File: config.mk
export PLATFORM = sky130hd
export DESIGN_NAME = board_gen_stream
export DESIGN_NICKNAME = d
export VERILOG_FILES = /design/src/rtl/board_gen_stream.sv
export SDC_FILE = /design/constraint.sdc
export NUM_CORES = 1
export LEC_CHECK = 0
export ABC_CLOCK_PERIOD_IN_PS = 62900
export CAP_MARGIN = 5
export CORE_ASPECT_RATIO = 1.4
export CORE_MARGIN = 2
export CORE_UTILIZATION = 52
export CTS_BUF_LIST = sky130_fd_sc_hd__clkbuf_2
export DETAILED_ROUTE_END_ITERATION = 8
export PLACE_DENSITY = 0.79
export REMOVE_ABC_BUFFERS = 1
export SYNTH_ARGS = -nofsm -noshare
export SYNTH_HDL_FRONTEND = slang
export SYNTH_SLANG_ARGS = --single-unit
File: constraint.sdc
create_clock -name i_clk -period 62.9 [get_ports i_clk]
set_clock_uncertainty 0.1 [all_clocks]
set_input_delay 9.435 -clock i_clk [delete_from_list [all_inputs] [get_ports i_clk]]
set_output_delay 9.435 -clock i_clk [all_outputs]
set_load 0.02 [all_outputs]
File: src/rtl/board_gen_stream.sv
// Streams an N x N colour board in raster order, one cell per accepted write, colours from a 16-bit LFSR.
// WR_EN rises the cycle after START; a low WR_READY freezes coordinates, colour and LFSR until accepted.
module board_gen_stream #(
   parameter int MAX_SIZE = 26,
   parameter int COLOR_W  = 3,
   parameter int POS_W    = 5
) (
   input  logic               i_clk,
   input  logic               i_rst,
   input  logic               i_start,
   input  logic [15:0]        i_seed,
   input  logic [POS_W-1:0]   i_size,
   input  logic [3:0]         i_color_num,
   input  logic               i_mode,
   input  logic               i_wr_ready,
   output logic               o_wr_en,
   output logic [POS_W-1:0]   o_wr_row,
   output logic [POS_W-1:0]   o_wr_col,
   output logic [COLOR_W-1:0] o_wr_color,
   output logic               o_busy,
   output logic               o_done,
   output logic               o_err
);

   typedef enum logic [1:0] {S_IDLE, S_RUN, S_FIN} state_t;

   localparam logic [15:0]      LP_SEED_DEF = 16'hDAD7;
   localparam logic [POS_W-1:0] LP_MAX_SIZE = POS_W'(MAX_SIZE);
   localparam logic [4:0]       LP_K_MAX    = 5'(2**COLOR_W);

   state_t             r_state;
   state_t             w_state_nxt;
   logic [15:0]        r_lfsr;
   logic [POS_W-1:0]   r_size;
   logic [POS_W-1:0]   r_row;
   logic [POS_W-1:0]   r_col;
   logic [3:0]         r_k;
   logic               r_mode;
   logic               r_err;
   logic [COLOR_W-1:0] r_left;
   logic [COLOR_W-1:0] r_rowbuf [MAX_SIZE];

   logic               w_legal;
   logic               w_accept;
   logic               w_last_col;
   logic               w_last_row;
   logic [3:0]         w_base;
   logic [3:0]         w_cand1;
   logic [3:0]         w_cand2;
   logic [3:0]         w_up;
   logic               w_bad0;
   logic               w_bad1;
   logic [3:0]         w_color;

   assign w_legal = (i_size >= POS_W'(2)) && (i_size <= LP_MAX_SIZE) &&
                    (i_color_num >= 4'd3) && ({1'b0, i_color_num} <= LP_K_MAX);
   assign w_accept   = (r_state == S_RUN) && i_wr_ready;
   assign w_last_col = (r_col == r_size - POS_W'(1));
   assign w_last_row = (r_row == r_size - POS_W'(1));

   // Candidates b, b+1, b+2 (mod K) are distinct because K >= 3, so one always survives two exclusions.
   assign w_base  = 4'(r_lfsr % {12'd0, r_k});
   assign w_cand1 = (w_base + 4'd1 == r_k) ? 4'd0 : w_base + 4'd1;
   assign w_cand2 = (w_cand1 + 4'd1 == r_k) ? 4'd0 : w_cand1 + 4'd1;
   assign w_up    = 4'(r_rowbuf[r_col]);
   assign w_bad0  = ((r_col != '0) && (w_base == 4'(r_left))) ||
                    ((r_row != '0) && (w_base == w_up));
   assign w_bad1  = ((r_col != '0) && (w_cand1 == 4'(r_left))) ||
                    ((r_row != '0) && (w_cand1 == w_up));

   always_comb begin
      w_color = w_base;
      if (r_mode && w_bad0) begin
         w_color = w_bad1 ? w_cand2 : w_cand1;
      end
   end

   always_comb begin
      w_state_nxt = r_state;
      case (r_state)
         S_IDLE:  if (i_start && w_legal) w_state_nxt = S_RUN;
         S_RUN:   if (w_accept && w_last_col && w_last_row) w_state_nxt = S_FIN;
         S_FIN:   w_state_nxt = S_IDLE;
         default: w_state_nxt = S_IDLE;
      endcase
   end

   always_ff @(posedge i_clk) begin
      if (i_rst) r_state <= S_IDLE;
      else       r_state <= w_state_nxt;
   end

   always_ff @(posedge i_clk) begin
      if (i_rst) begin
         r_lfsr <= LP_SEED_DEF;
         r_size <= '0;
         r_k    <= '0;
         r_mode <= 1'b0;
         r_row  <= '0;
         r_col  <= '0;
         r_left <= '0;
         r_err  <= 1'b0;
      end else begin
         r_err <= 1'b0;
         if (r_state == S_IDLE && i_start) begin
            if (w_legal) begin
               r_size <= i_size;
               r_k    <= i_color_num;
               r_mode <= i_mode;
               r_lfsr <= (i_seed == 16'd0) ? LP_SEED_DEF : i_seed;
               r_row  <= '0;
               r_col  <= '0;
            end else begin
               r_err <= 1'b1;
            end
         end else if (w_accept) begin
            r_lfsr <= {r_lfsr[14:0], r_lfsr[15] ^ r_lfsr[13] ^ r_lfsr[12] ^ r_lfsr[10]};
            r_left <= COLOR_W'(w_color);
            if (w_last_col) begin
               r_col <= '0;
               r_row <= w_last_row ? '0 : r_row + POS_W'(1);
            end else begin
               r_col <= r_col + POS_W'(1);
            end
         end
      end
   end

   // Row buffer is always written before it is read within a board, so it carries no reset.
   always_ff @(posedge i_clk) begin
      if (w_accept) r_rowbuf[r_col] <= COLOR_W'(w_color);
   end

   assign o_wr_en    = (r_state == S_RUN);
   assign o_wr_row   = r_row;
   assign o_wr_col   = r_col;
   assign o_wr_color = (r_state == S_RUN) ? COLOR_W'(w_color) : '0;
   assign o_busy     = (r_state != S_IDLE);
   assign o_done     = (r_state == S_FIN);
   assign o_err      = r_err;

endmodule

; ---- Word level (Yosys, flattened, before mapping)
; Memory sizes are Yosys's and may differ from the RTL's. A register that Yosys moved wholly into a read port is not among the register bits.
; Index checks and enable logic that the tools add are counted.
[classes]
addsub = 5
div_mod_pow = 1
n_lt_le_gt_ge = 4
eq_ne = 13
n_mux = 25
n_bitwise = 4
n_reduce_logical = 28
[op_table]
columns = operator, count
row1 = $mux W16, 4
row2 = $mux W5, 10
row3 = $eq A4 B3 Y1, 4
row4 = $logic_not A16 Y1, 1
row5 = $mod A16 B4 Y16, 1
row6 = $logic_and A1 B1 Y1, 13
row7 = $mux W3, 4
row8 = $add A5 B1 Y5 const B, 2
row9 = $eq A5 B5 Y1, 2
row10 = $reduce_bool A5 Y1, 2
row11 = $add A4 B1 Y4 const B, 2
row12 = $eq A4 B4 Y1, 2
row13 = $reduce_and A2 Y1, 4
row14 = $reduce_bool A2 Y1, 3
row15 = $ge A5 B2 Y1 const B, 1
row16 = $le A5 B5 Y1 const B, 1
row17 = $sub A5 B1 Y5 const B, 1
row18 = $ge A4 B2 Y1 const B, 1
row19 = $le A4 B4 Y1 const B, 1
row20 = $mux W2, 2
row21 = $mux W4, 1
row22 = $ne A2 B2 Y1 const B, 2
row23 = $pmux W2 S2, 1
row24 = $mux W1, 3
row25 = other kinds (9), 12
[totals]
register_bits = 42
ramBits = 78
in_bits = 30
out_inout_bits = 17
elab_cells = 90
n_memories = 1
[memory_table]
columns = memory, depth, width, rd, rd_clocked_by_memory_dff, wr, line
row1 = r_rowbuf, 26, 3, 1, 1, 1, 41  ; logic [COLOR_W-1:0] r_rowbuf [MAX_SIZE];

; ---- Depth between registers and ports, before layout
; Gate-level depths: netlist of the first run.
[logic_depth]
ltp_word = 10
depth_mapped = 163
mapped_depth_nobuf = 155

; ---- Worst setup path after synthesis of the first run
; No wires, ideal clock.
[synth_timing]
path_kind = register -> output
startpoint = register r_k[0]
endpoint = output o_wr_color[2]
arrival_time_ns = 30.930
required_time_ns = 53.365
path_slack_ns = 22.435
stages_incl_launch_ff = 156
path_buffers = 6
path_cell_list = dfxtp_1 > inv_1 > ha_1 > nor4b_4 > a2bb2oi_2 > ha_1 > o21a_1 > o21ai_1 > mux2i_2 > inv_1 > ha_1 > o211ai_1 > a21oi_1 > mux2i_1 > ha_1 > o211ai_1 > nand3b_1 > a21o_1 > (+120 left out) > or2_2 > inv_1 > ha_1 > xor2_1 > or3_1 > nor4_1 > a211oi_1 > a21oi_1 > nand2b_1 > and2_1 > ha_1 > xnor2_1 > a22oi_1 > o221ai_1 > a31o_1 > and3_1 > a311oi_2 > nor3_1
[synth_via]
elab_chain_len = 10
elab_cells_between_ends = 21
cone_classes = add/sub: 2 / div: 1 / eq/ne: 6 / mux: 5 / reduce/logical: 7
[synth_rtl]
columns = item, line
row1 = "start, declared", 37  ; logic [3:0] r_k;
row2 = "start signal, assigned", 108  ; r_k <= i_color_num;
row3 = $mod A16 B4 Y16, 62  ; assign w_base = 4'(r_lfsr % {12'd0, r_k});
row4 = $add A4 B1 Y4, 63  ; assign w_cand1 = (w_base + 4'd1 == r_k) ? 4'd0 : w_base + 4'd1;
row5 = $eq A4 B4 Y1, 63
row6 = $mux W4, 63
row7 = "$add A4 B1 Y4, or another cell as far along", 64  ; assign w_cand2 = (w_cand1 + 4'd1 == r_k) ? 4'd0 : w_cand1 + 4'd1;
row8 = "$eq A4 B4 Y1, or another cell as far along", 64
row9 = $mux W3 / $logic_or A1 B1 Y1 (equally long branches), "64, 68"
row10 = $mux W3, 74  ; w_color = w_bad1 ? w_cand2 : w_cand1;
row11 = $mux W3 (*), 73  ; if (r_mode && w_bad0) begin
row12 = $mux W3 (*), 137  ; assign o_wr_color = (r_state == S_RUN) ? COLOR_W'(w_color) : '0;
row13 = "end, declared", 19  ; output logic [COLOR_W-1:0] o_wr_color,
; Mark *: on every way between the ends. The rest lies on a longest branch, timed or not.

; ---- Worst setup path in the final report of the first run
; Ends and elaborated chain as after synthesis.

==> impl_results.md, run 1 <==
* Status: complete, no violations
* R2r setup slk at 26.73 ns
* Max stage delay on crit path at 0.65 ns
* Biggest area consumer among synthesized cells: edfxtp_1
* Crit-path max FO at 17
* Count of final hold-check violations at 0
* DR iter-0 viols at 612
* Hpwl dp at 21.45 mm
* Critical path endpoint category: output port
* Crit path from: r_k[0]$_SDFFE_PP0P_
* Vias per cell at 6.524
* Post-Syn Area at 10960 µm²
* Worst Path Class, Setup: flop to output port
* CP most frequent cell: o21a_1
* Total I/O pin count at 47
* DR DRC count at 0
* Minimum clock period after layout at 46.15 ns
* Layout fillers at 1812
* Fin area at 11810 µm²
* H-tree levels at 4
* Top post-synthesis cells by area: edfxtp_1 (21%), dfxtp_1 (8.6%), ha_1 (7.8%)
* Max Fclk at 21.67 MHz
* PortBufs at 46
* Die H at 175.8 µm
* Placement Cell Area at 11570 µm²
* Post-Route WL at 28.21 mm
* Clock transition at the registers of the reported paths at 0.22 ns
* Syn. warnings at 0
* Async set-or-reset flop fraction in the synthesized netlist at 0
* Num CTS Buffers at 17
* Die width at 126.7 µm
* Commonest cells in the netlist: nor2_1 (150), edfxtp_1 (78), a21oi_1 (74)
* Slowest CP cell: a211oi_1
* Final Slew Violations at 0
* Clk sinks at 125
* Wire length of the first global-routing pass at 45.67 mm
* Site row count at 62
* Total of max-cap violations at 0
* Top-area cell type share of the netlist area at 0.2138
* R2R depth at 150
* Hold Path Cell Cnt at 2
* P&R area growth vs syn at 7.799%
* Bufs and invs on worst path at 5
* Period utilization at 0.7336
* Critical R2R Launch: r_k[0]$_SDFFE_PP0P_
* Synth Instances at 1216
* FF+latch count, synth at 125
* Post CTS Setup Buffer Count at 0
* Critical path's top delay family: compound AO/OA/AOI/OAI gates
* Top FF cell, synth: edfxtp_1
* CTS root buffer: clkbuf_2
* RD Place Congestion at 0.9046
* Nets@finish at 1336
* Slew headroom at 0.1827
* CTS Hold Bufs at 0
* Total GRT Usage at 0.2512
* ANT nets after route at 0
* Hold endpoint: r_mode$_SDFFE_PP0P_
* Drt first pass iters at 5
* Min-delay worst type: flop to flop
* Worst-Margin Slew at 1.225 ns
* Avg Cell Area, Syn at 9.010 µm²
* Initial core utilization at 0.5310
* Number of synthesized flops with an enable pin at 78
* Worst-Skew Late Latency at 0.70 ns
* Seq/Total Area, Yosys at 0.2996
* TritonCTS clock tree: yes
* RSZ-0062 raised after global routing: no
* Largest net degree at the start of global routing at 41
* Core ar. at 20630 µm²
* Required time of the critical path at 53.37 ns
* Most common cell in the netlist: nor2_1
* Maximum buffer depth of the clock tree at 2
* Avg WL per Cell at 18.72 µm
* Overflow after GRT at 0
* Crit start category: flop
* Share of layout cells above drive strength 1 at 0.1104
* Via Count at 9831
* Post-cts gate resize count at 0
* Full die area at 22260 µm²
* Crit path DAT at 36.61 ns
* Initial antenna violation count at 1
* Critical hold path startpoint: r_mode$_SDFFE_PP0P_
* TNS Setup at 0 ns
* Vias in the first global route at 9631
* Final setup violating endpoints at 0
* Reg-to-Reg End: r_rowbuf[15][0]$_DFFE_PP_
* Synth unique cells at 106
[worst reg2reg max path, delay by kind of cell, from the launching register on]
| kind | cells | cell delay (ns) |
|---|---|---|
| AO/OA/AOI/OAI | 71 | 15.33 |
| AND/OR/NAND/NOR | 50 | 11.77 |
| adder cells (fa/ha/maj) | 18 | 5.36 |
| multiplexers | 5 | 1.63 |
| buffers and inverters | 4 | 0.74 |
| XOR/XNOR | 2 | 0.47 |
| flip-flops | 1 | 0.43 |
[sequential cells by signal, summed over array words and instances (netlist names), named ones only]
name / flops
r_rowbuf: 78
r_mode: 1
r_size: 5
r_state: 2
o_err: 1
r_left: 3
r_lfsr: 16
o_wr_row: 5
r_k: 4
o_wr_col: 5
[through the flow]
step,util,hold slack [ns],cells,worst slack [ns]
floorplan,-,0.3515,1167,22.92
detailed placement,0.5609,0.4236,1474,18.18
finish,0.5724,0.4548,1507,16.75
global placement,0.5609,0.4204,1474,18.88
CTS,0.5723,0.4558,1506,17.29
global route,0.5724,0.4806,1507,13.87
[how the worst max path moves through the flow]
| stage | slack (ns) | cells past startpoint | endpoint |
|---|---|---|---|
| floorplan | 22.92 | 148 | o_wr_color[2] |
| global placement | 18.88 | 149 | o_wr_color[2] |
| detailed placement | 18.18 | 149 | o_wr_color[1] |
| CTS | 17.29 | 149 | o_wr_color[2] |
| global route | 13.87 | 150 | o_wr_color[2] |
| finish | 16.75 | 151 | o_wr_color[2] |
[cell families (layout without fill, tap and decap cells)]
kind of cell	Yosys count	after routing	synth area share
other	0	1	0
XOR/XNOR	54	54	0.04454
AO/OA/AOI/OAI	345	345	0.2339
buffers and inverters	84	118	0.03049
AND/OR/NAND/NOR	463	463	0.2150
adder cells (fa/ha/maj)	69	69	0.07948
multiplexers	76	76	0.09695
flip-flops	125	125	0.2996
[layout by cell type (no fill, tap or decap), drive strengths merged, types with 6 or more instances in the layout]
master | synthesis | final
or3 | 19 | 19
and3 | 10 | 10
o31ai | 8 | 8
o22ai | 16 | 16
nand4 | 18 | 18
clkdlybuf4s50 | 0 | 46
xnor2 | 33 | 33
mux2i | 33 | 33
o21a | 36 | 36
a311oi | 7 | 7
nor2 | 150 | 150
edfxtp | 78 | 78
and2 | 20 | 20
clkbuf | 38 | 17
nor2b | 12 | 12
a211o | 19 | 19
nor3 | 72 | 72
nand3b | 9 | 9
xor2 | 21 | 21
mux4 | 21 | 21
nand2b | 10 | 10
a211oi | 21 | 21
a31o | 8 | 8
a22oi | 6 | 6
o211ai | 17 | 17
a21o | 19 | 19
nor4 | 15 | 15
or4 | 6 | 6
inv | 35 | 44
dfxtp | 47 | 47
ha | 68 | 68
or2 | 17 | 17
nand3 | 22 | 22
a21oi | 75 | 75
nand2 | 65 | 65
o21ai | 40 | 40
mux2 | 22 | 22
a31oi | 16 | 16
[cell type report]
class                      count  area (µm²)  area share
inverter                      35       131.4     0.01112
clock inverter                15       148.9     0.01261
timing repair buffer          51       498.0     0.04216
multi-input combinational   1007        7342      0.6216
antenna                        1       2.502   0.0002119
tap                          256       320.3     0.02712
clock buffer                  17       85.08    0.007203
sequential                   125        3283      0.2780
[layer usage]
layer  up-vias  part of all wire  GRT usage
met5         -                 0          0
met4         0             0.044     0.1314
met3        95             0.046    0.02741
met2       351              0.54     0.4827
met1      4647              0.37     0.2667
li1       4738                 -          -
Power of run 1 is not shown: default switching activity piles up to over one toggle a cycle in this logic, so the estimate is an artifact.
==> run 2, diff against run 1 <==
--- a/config.mk
+++ b/config.mk
@@ -5,14 +5,14 @@
 export SDC_FILE = /design/constraint.sdc
 export NUM_CORES = 1
 export LEC_CHECK = 0
-export ABC_CLOCK_PERIOD_IN_PS = 62900
+export ABC_CLOCK_PERIOD_IN_PS = 42000
 export CAP_MARGIN = 5
 export CORE_ASPECT_RATIO = 1.4
 export CORE_MARGIN = 2
 export CORE_UTILIZATION = 52
 export CTS_BUF_LIST = sky130_fd_sc_hd__clkbuf_2
 export DETAILED_ROUTE_END_ITERATION = 8
-export PLACE_DENSITY = 0.79
+export PLACE_DENSITY = 0.82
 export REMOVE_ABC_BUFFERS = 1
 export SYNTH_ARGS = -nofsm -noshare
 export SYNTH_HDL_FRONTEND = slang
==> constraint.sdc (replaced) <==
create_clock -name i_clk -period 42 [get_ports i_clk]
set_clock_uncertainty 0.1 [all_clocks]
set_input_delay 6.3 -clock i_clk [delete_from_list [all_inputs] [get_ports i_clk]]
set_output_delay 6.3 -clock i_clk [all_outputs]
set_load 0.02 [all_outputs]
==> impl_results.md, run 2 (synthesized netlist as in run 1, its figures left out) <==
* CP most frequent cell: o21a_1 (unchanged)
* Site row count at 62 (unchanged)
* Crit start category: flop (unchanged)
* Final setup violating endpoints at 0 (unchanged)
* Largest net degree at the start of global routing at 41 (unchanged)
* Avg WL per Cell at 19.37 µm (was 18.72 µm)
* Clk sinks at 125 (unchanged)
* Total GRT Usage at 0.2592 (was 0.2512)
* Final Slew Violations at 0 (unchanged)
* Slew headroom at 0.3075 (was 0.1827)
* DR DRC count at 0 (unchanged)
* Hpwl dp at 21.92 mm (was 21.45 mm)
* H-tree levels at 4 (unchanged)
* Hold Path Cell Cnt at 2 (unchanged)
* Slowest CP cell: clkdlybuf4s50_1 (was a211oi_1)
* Top reg by flops: r_rowbuf (unchanged)
* Vias in the first global route at 9767 (was 9631)
* Initial core utilization at 0.5310 (unchanged)
* Met1 Use GR at 0.2774 (was 0.2667)
* Core ar. at 20630 µm² (unchanged)
* Most frequent cells in the layout: nor2_1 (147), edfxtp_1 (78), ha_1 (68) (was nor2_1 (149), edfxtp_1 (78), a21oi_1 (74))
* Period utilization at 0.9503
* Crit-path max FO at 14 (was 17)
* Via Count at 10100 (was 9831)
* Post-Route WL at 29.64 mm (was 28.21 mm)
* Wire length of the first global-routing pass at 47.00 mm (was 45.67 mm)
* CTS Hold Bufs at 0 (unchanged)
* Count of final hold-check violations at 0 (unchanged)
* Commonest non-fill, non-tap cell in the layout: nor2_1 (unchanged)
* Maximum buffer depth of the clock tree at 2 (unchanged)
* Total I/O pin count at 47 (unchanged)
* Clock transition at the registers of the reported paths at 0.20 ns (was 0.22 ns)
* Max stage delay on crit path at 0.57 ns (was 0.65 ns)
* R2R depth at 149 (was 150)
* P&R area growth vs syn at 11.20% (was 7.799%)
* Full die area at 22260 µm² (unchanged)
* Layout fillers at 1722 (was 1812)
* Worst-Margin Slew at 1.038 ns (was 1.225 ns)
* Drt first pass iters at 5 (unchanged)
* Status: complete, no violations (unchanged)
* Met3 usage in global routing at 0.03899 (was 0.02741)
* Share of layout cells above drive strength 1 at 0.1477 (was 0.1104)
* Initial antenna violation count at 1 (unchanged)
* Fin Hold WS at 0.4475 ns (was 0.4548 ns)
* Top Registers: r_rowbuf (78), r_lfsr (16) (unchanged)
* ANT nets after route at 0 (unchanged)
* Placement Cell Area at 11600 µm² (was 11570 µm²)
* Minimum clock period after layout at 39.91 ns
* Crit path DAT at 33.51 ns (was 36.61 ns)
* Max FFs per register at 78 (unchanged)
* Die width at 126.7 µm (unchanged)
* Worst-Skew Late Latency at 0.71 ns (was 0.70 ns)
* Vias per cell at 6.601 (was 6.524)
* CTS root buffer: clkbuf_2 (unchanged)
* Die H at 175.8 µm (unchanged)
* Global route hottest layer: met2 (unchanged)
* Required time of the critical path at 35.60 ns (was 53.37 ns)
* Total of max-cap violations at 0 (unchanged)
* TritonCTS clock tree: yes (unchanged)
* Met2 Use GR at 0.4775 (was 0.4827)
* PortBufs at 46 (unchanged)
* Critical path endpoint category: output port (unchanged)
* Nets@finish at 1359 (was 1336)
* Worst Path Class, Setup: flop to output port (unchanged)
* Min-delay worst type: flop to flop (unchanged)
* Max Fclk at 25.06 MHz
* Num CTS Buffers at 17 (unchanged)
* RD Place Congestion at 0.9521 (was 0.9046)
* Overflow after GRT at 0 (unchanged)
* Fin area at 12180 µm² (was 11810 µm²)
* DR iter-0 viols at 592 (was 612)
[run 2: cell count changes in the layout (fill, tap and decap cells not counted), moves of 3 or more]
cell       change
inv_8          -5
a21oi_1        -8
bufinv_16      +3
nor3_2         +3
nor3_1         -3
buf_4         +23
a21oi_2        +7
[run 2: worst paths after layout]
path,start,to,slack (ns)
setup / recovery,r_k[0]$_SDFFE_PP0P_,o_wr_color[0],2.09
hold / removal,r_mode$_SDFFE_PP0P_,r_mode$_SDFFE_PP0P_,0.45
setup reg to reg,r_k[0]$_SDFFE_PP0P_,r_rowbuf[11][2]$_DFFE_PP_,8.77
hold reg to reg,r_mode$_SDFFE_PP0P_,r_mode$_SDFFE_PP0P_,0.45
[run 2: stage by stage]
step           instances  utilization  setup TNS (ns)  setup WS (ns)
2_1_floorplan       1167            -               0          5.157
3_3_place_gp        1477       0.5622               0          2.250
3_5_place_dp        1477       0.5622               0          1.155
4_1_cts             1509       0.5752               0         0.2858
5_1_grt             1530       0.5905         -0.1747        -0.1747
6_report            1530       0.5905               0          2.089
[run 2: critical path, delay by kind of cell, from the launching register on]
| kind | cells | cell delay [ns] |
|---|---|---|
| adder cells (fa/ha/maj) | 18 | 5.13 |
| multiplexers | 2 | 0.56 |
| AND/OR/NAND/NOR | 48 | 10.56 |
| buffers and inverters | 5 | 1.03 |
| XOR/XNOR | 2 | 0.39 |
| flip-flops | 1 | 0.47 |
| AO/OA/AOI/OAI | 75 | 14.60 |
[run 2: area by class of cell]
cell class / count / area, µm² / share of cell area
flip-flops and latches: 125 / 3284 / 0.2696
inverters: 35 / 135.1 / 0.01109
clock buffers: 17 / 85.08 / 0.006983
well taps: 256 / 320.3 / 0.02629
diodes: 1 / 2.502 / 0.0002054
repair buffers: 74 / 675.6 / 0.05545
clock inverters: 15 / 183.9 / 0.01510
multi-input cells: 1007 / 7497 / 0.6153
[run 2: what timing repair did]
item | 4_1_cts | 5_1_grt
buffers inserted | 0 | 20
endpoints found under the setup margin | 0 | 3
gates resized for setup | 0 | 39
[run 2: layer usage]
metal | wire length [µm] | vias to the layer above
li1 | - | 4794
met1 | 11280 | 4775
met2 | 15340 | 400
met3 | 1376 | 131
met4 | 1650 | 0
met5 | 0 | -
Power of run 2 is left out for the same reason.
==> run 3, diff against run 2 <==
--- a/config.mk
+++ b/config.mk
@@ -5,15 +5,18 @@
 export SDC_FILE = /design/constraint.sdc
 export NUM_CORES = 1
 export LEC_CHECK = 0
+export ABC_AREA = 1
 export ABC_CLOCK_PERIOD_IN_PS = 42000
 export CAP_MARGIN = 5
 export CORE_ASPECT_RATIO = 1.4
 export CORE_MARGIN = 2
 export CORE_UTILIZATION = 52
 export CTS_BUF_LIST = sky130_fd_sc_hd__clkbuf_2
+export CTS_CLUSTER_SIZE = 14
 export DETAILED_ROUTE_END_ITERATION = 8
 export PLACE_DENSITY = 0.82
 export REMOVE_ABC_BUFFERS = 1
+export SETUP_SLACK_MARGIN = 0.5
 export SYNTH_ARGS = -nofsm -noshare
 export SYNTH_HDL_FRONTEND = slang
 export SYNTH_SLANG_ARGS = --single-unit
==> impl_results.md, run 3 <==
* Top reg by flops: r_rowbuf (unchanged)
* P&R area growth vs syn at 8.018% (was 11.20%)
* Max stage delay on crit path at 0.68 ns (was 0.57 ns)
* Synth unique cells at 54 (was 106)
* Required time of the critical path at 35.60 ns (about the same)
* RD Place Congestion at 0.9530 (was 0.9521)
* FF+latch count, synth at 125 (unchanged)
* DR DRC count at 0 (unchanged)
* Total of max-cap violations at 0 (unchanged)
* Critical path endpoint category: output port (unchanged)
* Post-Syn Area at 11080 µm² (was 10960 µm²)
* Num CTS Buffers at 17 (unchanged)
* Min-delay worst type: flop to flop (unchanged)
* Period utilization at 0.8225 (was 0.9503)
* Site row count at 63 (was 62)
* Clk sinks at 125 (unchanged)
* Via Count at 10620 (was 10100)
* Final setup violating endpoints at 0 (unchanged)
* Top FF cell, synth: edfxtp_1 (unchanged)
* Worst-Skew Late Latency at 0.70 ns (was 0.71 ns)
* Top Registers: r_rowbuf (78), r_lfsr (16) (unchanged)
* Post-Route WL at 27.45 mm (was 29.64 mm)
* Wire length of the first global-routing pass at 45.08 mm (was 47.00 mm)
* Max FFs per register at 78 (unchanged)
* Overflow after GRT at 0 (unchanged)
* Top post-synthesis cells by area: edfxtp_1 (21%), nand2_1 (12%), dfxtp_1 (8.5%) (was edfxtp_1 (21%), dfxtp_1 (8.6%), ha_1 (7.8%))
* FF+latch area at 3283 µm² (was 3284 µm²)
* Nets@finish at 1701 (was 1359)
* Minimum clock period after layout at 34.54 ns (was 39.91 ns)
* CTS root buffer: clkbuf_2 (unchanged)
* Status: complete, no violations (unchanged)
* Drt first pass iters at 6 (was 5)
* CTS Hold Bufs at 0 (unchanged)
* Slew headroom at 0.3201 (was 0.3075)
* Post-cts gate resize count at 0 (unchanged)
* Layout fillers at 1964 (was 1722)
* Most common cell in the netlist: nand2_1 (was nor2_1)
* Total GRT Usage at 0.2423 (was 0.2592)
* PortBufs at 46 (unchanged)
* Largest net degree at the start of global routing at 41 (unchanged)
* RSZ-0062 raised after global routing: no
* Clock transition at the registers of the reported paths at 0.20 ns (about the same)
* TNS Setup at 0 ns (unchanged)
* Hold Path Cell Cnt at 2 (unchanged)
* Crit path DAT at 28.14 ns (was 33.51 ns)
* Biggest area consumer among synthesized cells: edfxtp_1 (unchanged)
* Commonest non-fill, non-tap cell in the layout: nand2_1 (was nor2_1)
* Async set-or-reset flop fraction in the synthesized netlist at 0 (unchanged)
* Avg Cell Area, Syn at 7.039 µm² (was 9.010 µm²)
* Full die area at 22510 µm² (was 22260 µm²)
* Avg WL per Cell at 14.63 µm (was 19.37 µm)
* Number of synthesized flops with an enable pin at 78 (unchanged)
* Crit start category: flop (unchanged)
* Worst-Margin Slew at 1.019 ns (was 1.038 ns)
* Count of final hold-check violations at 0 (unchanged)
* ANT nets after route at 0 (unchanged)
* Post CTS Setup Buffer Count at 0 (unchanged)
* Crit-path max FO at 17 (was 14)
* Synth Instances at 1574 (was 1216)
* Top-area cell type share of the netlist area at 0.2114 (was 0.2138)
* H-tree levels at 4 (unchanged)
* Hpwl dp at 21.12 mm (was 21.92 mm)
* DR iter-0 viols at 757 (was 592)
* CP most frequent cell: nand2_1 (was o21a_1)
* Final Slew Violations at 0 (unchanged)
* Vias in the first global route at 10100 (was 9767)
* Slowest CP cell: clkdlybuf4s50_1 (unchanged)
* Area of the multi-input gates at 6868 µm² (was 7497 µm²)
* Vias per cell at 5.663 (was 6.601)
* Most frequent cells in the layout: nand2_1 (354), nor2_1 (174), inv_1 (171) (was nor2_1 (147), edfxtp_1 (78), ha_1 (68))
* Syn. warnings at 0 (unchanged)
* Maximum buffer depth of the clock tree at 2 (unchanged)
* TritonCTS clock tree: yes (unchanged)
* Worst Path Class, Setup: flop to output port (unchanged)
* Die H at 176.7 µm (was 175.8 µm)
* Core ar. at 21050 µm² (was 20630 µm²)
* Initial core utilization at 0.5264 (was 0.5310)
* Seq/Total Area, Yosys at 0.2963 (was 0.2996)
* Die width at 127.4 µm (was 126.7 µm)
* R2R depth at 176 (was 149)
* Share of layout cells above drive strength 1 at 0.1022 (was 0.1477)
* Initial antenna violation count at 1 (unchanged)
* Max Fclk at 28.95 MHz (was 25.06 MHz)
* Commonest cells in the netlist: nand2_1 (354), nor2_1 (174), inv_1 (171) (was nor2_1 (150), edfxtp_1 (78), a21oi_1 (74))
* Total I/O pin count at 47 (unchanged)
run 3: cell count changes after synthesis, sizes merged, moves of 54 or more:
| cell | before | now |
|---|---|---|
| nand3 | 22 | 162 |
| inv | 35 | 193 |
| o21ai | 40 | 121 |
| nand2 | 65 | 391 |
| nor2 | 150 | 204 |
| nor3 | 72 | 16 |
run 3: worst paths after layout:
kind / endpoint / slack (ns) / start
hold / removal: r_size[1]$_SDFFE_PP0P_ / 0.42 / r_size[1]$_SDFFE_PP0P_
setup reg to reg: r_rowbuf[1][0]$_DFFE_PP_ / 14.14 / r_k[0]$_SDFFE_PP0P_
hold reg to reg: r_size[1]$_SDFFE_PP0P_ / 0.42 / r_size[1]$_SDFFE_PP0P_
setup / recovery: o_wr_color[1] / 7.46 / r_k[0]$_SDFFE_PP0P_
run 3: worst max-delay path: cells and delay by family (launching register included):
family                     cells  cell delay [ns]
adders and majority gates     18             5.81
DFF                            1             0.53
and+or+nand+nor               83            10.51
AOI/OAI and AO/OA             41             6.28
buffers and inverters         33             3.90
xor gates and xnor gates       2             0.33
run 3: cells by family after synthesis:
logic type      after synthesis  share of synthesized area
simple gates                833                     0.3633
compound gates              251                     0.1345
buf+inv                     241                    0.08379
xor+xnor                     55                    0.04348
flops                       125                     0.2963
fa+ha+maj                    69                    0.07860
run 3: through the flow:
step	worst slack, ns	util	cells	cell area (µm²)	hold WS [ns]
after floorplan	12.33	-	1534	10910	0.3498
after global placement	9.434	0.5566	1843	11720	0.3643
after detailed placement	8.476	0.5566	1843	11720	0.3898
after CTS	7.619	0.5685	1875	11970	0.4133
after global routing	4.652	0.5686	1876	11970	0.4372
final	7.456	0.5686	1876	11970	0.4155
run 3: layer usage:
layer	global-route usage	share of wire	vias to the layer above
met4	0.1053	0.034	0
li1	-	-	5366
met2	0.4592	0.53	307
met1	0.2663	0.40	4866
met5	0	0	-
met3	0.03295	0.044	84
run 3: final cells by class:
type / count / share of cell area
Clock inverter: 14 / 0.01338
Timing Repair Buffer: 49 / 0.04036
Antenna cell: 1 / 0.0002091
Clock buffer: 18 / 0.007527
Inverter: 201 / 0.06315
Multi-Input combinational cell: 1208 / 0.5739
Sequential cell: 125 / 0.2743
Tap cell: 260 / 0.02718
Power of run 3 is left out for the same reason.
==> edit (config.mk and constraints of run 2) <==
Change the parameter `POS_W` from 5 to 10.
--- a/src/rtl/board_gen_stream.sv
+++ b/src/rtl/board_gen_stream.sv
@@ -5,3 +5,3 @@
    parameter int COLOR_W  = 3,
-   parameter int POS_W    = 5
+   parameter int POS_W    = 10
 ) (
Ports: changed (resized i_size, o_wr_col and o_wr_row); port bits go from 47 to 62. The function was not compared with the original's and may differ.
==> edit against run 2 <==
- non-clock buffer count increased by 7
- hold slack got worse by 0.043 ns
- largest cell class unchanged
- maximum frequency is 0.34% lower
- area after synthesis rose by 7.2%
- final area up 6.0%
- register-to-register slack improved by 0.34 ns
- worst setup slack got worse by 0.14 ns
- routed wire length rose by 6.6%
- sequential cell count rose by 15
Power is left out: it rests on default switching activity, and per cell area and clock period it moved more than threefold.
==> edit: results (changes against run 2) <==
Detailed Routing Iterations Pass 1 - 5 (unchanged)
biggest registers after layout - r_rowbuf x78, r_lfsr x16
Post-synth EDFFs - 78 (unchanged)
Clock Latency Late Sink - 0.70 ns
total track usage - 26.6% (+0.67 points)
Final Wtd Congestion - 0.958 (+0.62%)
post-synthesis async set-or-reset flop share - 0% (unchanged)
NumNets Final - 1445 (+6.3%)
total CTS buffers - 17 (unchanged)
top_reg_cell synth - edfxtp_1
wl on met1 - 12000 µm (+6.7%)
Clock Path Buffers - 2 (unchanged)
Synth cell types - 106 (unchanged)
wire per inst - 19.1 µm (-1.5%)
H-tree Lvls - 4 (unchanged)
first-pass GRT wire length - 50600 µm (+7.7%)
Fill cells - 1947 (+13%)
register area share after synthesis - 30.5% (+0.56 points)
Largest stage delay, worst path - 0.61 ns (+0.04 ns)
HP Class - reg -> reg
CTS clk-pin slew, worst paths - 0.20 ns (about the same)
main area contributors after synthesis - edfxtp_1 20%, dfxtp_1 11%, ha_1 7.2%
initial antenna violation count - 1 (unchanged)
vias in the first global route - 10400 (+6.0%)
port bufs - 61 (+33%)
Max stage delay cell, worst path - or4_4
CP top delay family - simple AND/OR/NAND/NOR gates
top cells by count, synth - 159 x nor2_1, 83 x nand2_1, 78 x edfxtp_1, 68 x ha_1, 62 x dfxtp_1
Crit Path Max Fanout - 28 (+14)
largest net degree at the start of global routing - 37 (-9.8%)
Slew headroom - 24.6% (-6.2 points)
Synth warnings - 0 (unchanged)
crit share post-route - 95.3% (+0.32 points)
Iter 0 DRT Violations - 684 (+16%)
met2 WL - 16100 µm (+5.1%)
Root Driver - clkbuf_2
uppermost routed layer - met4
DP HPWL - 23600 µm (+7.8%)
vias per cell - 6.36 (-3.7%)
outcome - finished clean
routed length on met3 - 1830 µm (+33%)
count leader, synth - nor2_1
layout cells sized above 1 - 12.5% (-2.3 points)
## edit: layout make-up
type | instances | area share [%]
flip-flops and latches | 140 | 27.8
clock buffers | 20 | 0.775
diodes | 1 | 0.0194
inverters | 32 | 0.930
multi-input cells | 1069 | 60.8
clock inverters | 12 | 0.921
well taps | 301 | 2.92
repair buffers | 81 | 5.89
## edit: repair_timing
action	4_1_cts	5_1_grt
setup buffers	0	11
setup endpoints to repair	0	3
resized for setup	0	19
## edit: routing by layer
metal  vias to the layer above  GRT usage [%]
met5                         -              0
met4                         0           14.3
met3                       109           3.57
met2                       441           46.9
met1                      4963           30.6
li1                       5014              -
## edit: logic make-up (layout without fill, tap and decap cells)
group / count (synthesis) / after routing / share of synthesized area [%]
and+or+nand+nor: 509 / 509 / 22.3
muxes: 81 / 81 / 9.60
other: 0 / 1 / 0
xor gates and xnor gates: 94 / 94 / 7.14
DFF: 140 / 140 / 30.5
buffers and inverters: 88 / 145 / 3.24
adders and majority gates: 69 / 69 / 7.42
AOI/OAI and AO/OA: 316 / 316 / 19.8
## edit: worst paths after layout
kind	startpoint	end	slack (ns)	cells past startpoint
max	r_k[0]	o_wr_color[2]	1.95	141
min	r_size[9]	r_size[9]	0.40	1
max reg2reg	r_k[0]	r_rowbuf[18][1]	9.11	139
min reg2reg	r_size[9]	r_size[9]	0.40	1
## edit: per-stage QoR
step                      hold slack, ns  cells  setup TNS, ns  instance area [µm²]  setup slack, ns
final                              0.404   1656              0                12900             1.95
after global routing               0.428   1656         -0.151                12900           -0.151
after CTS                          0.407   1644              0                12800            0.612
after detailed placement           0.378   1612              0                12500             1.52
after global placement             0.377   1612              0                12500             2.63
after floorplan                    0.352   1241              0                11500             5.17
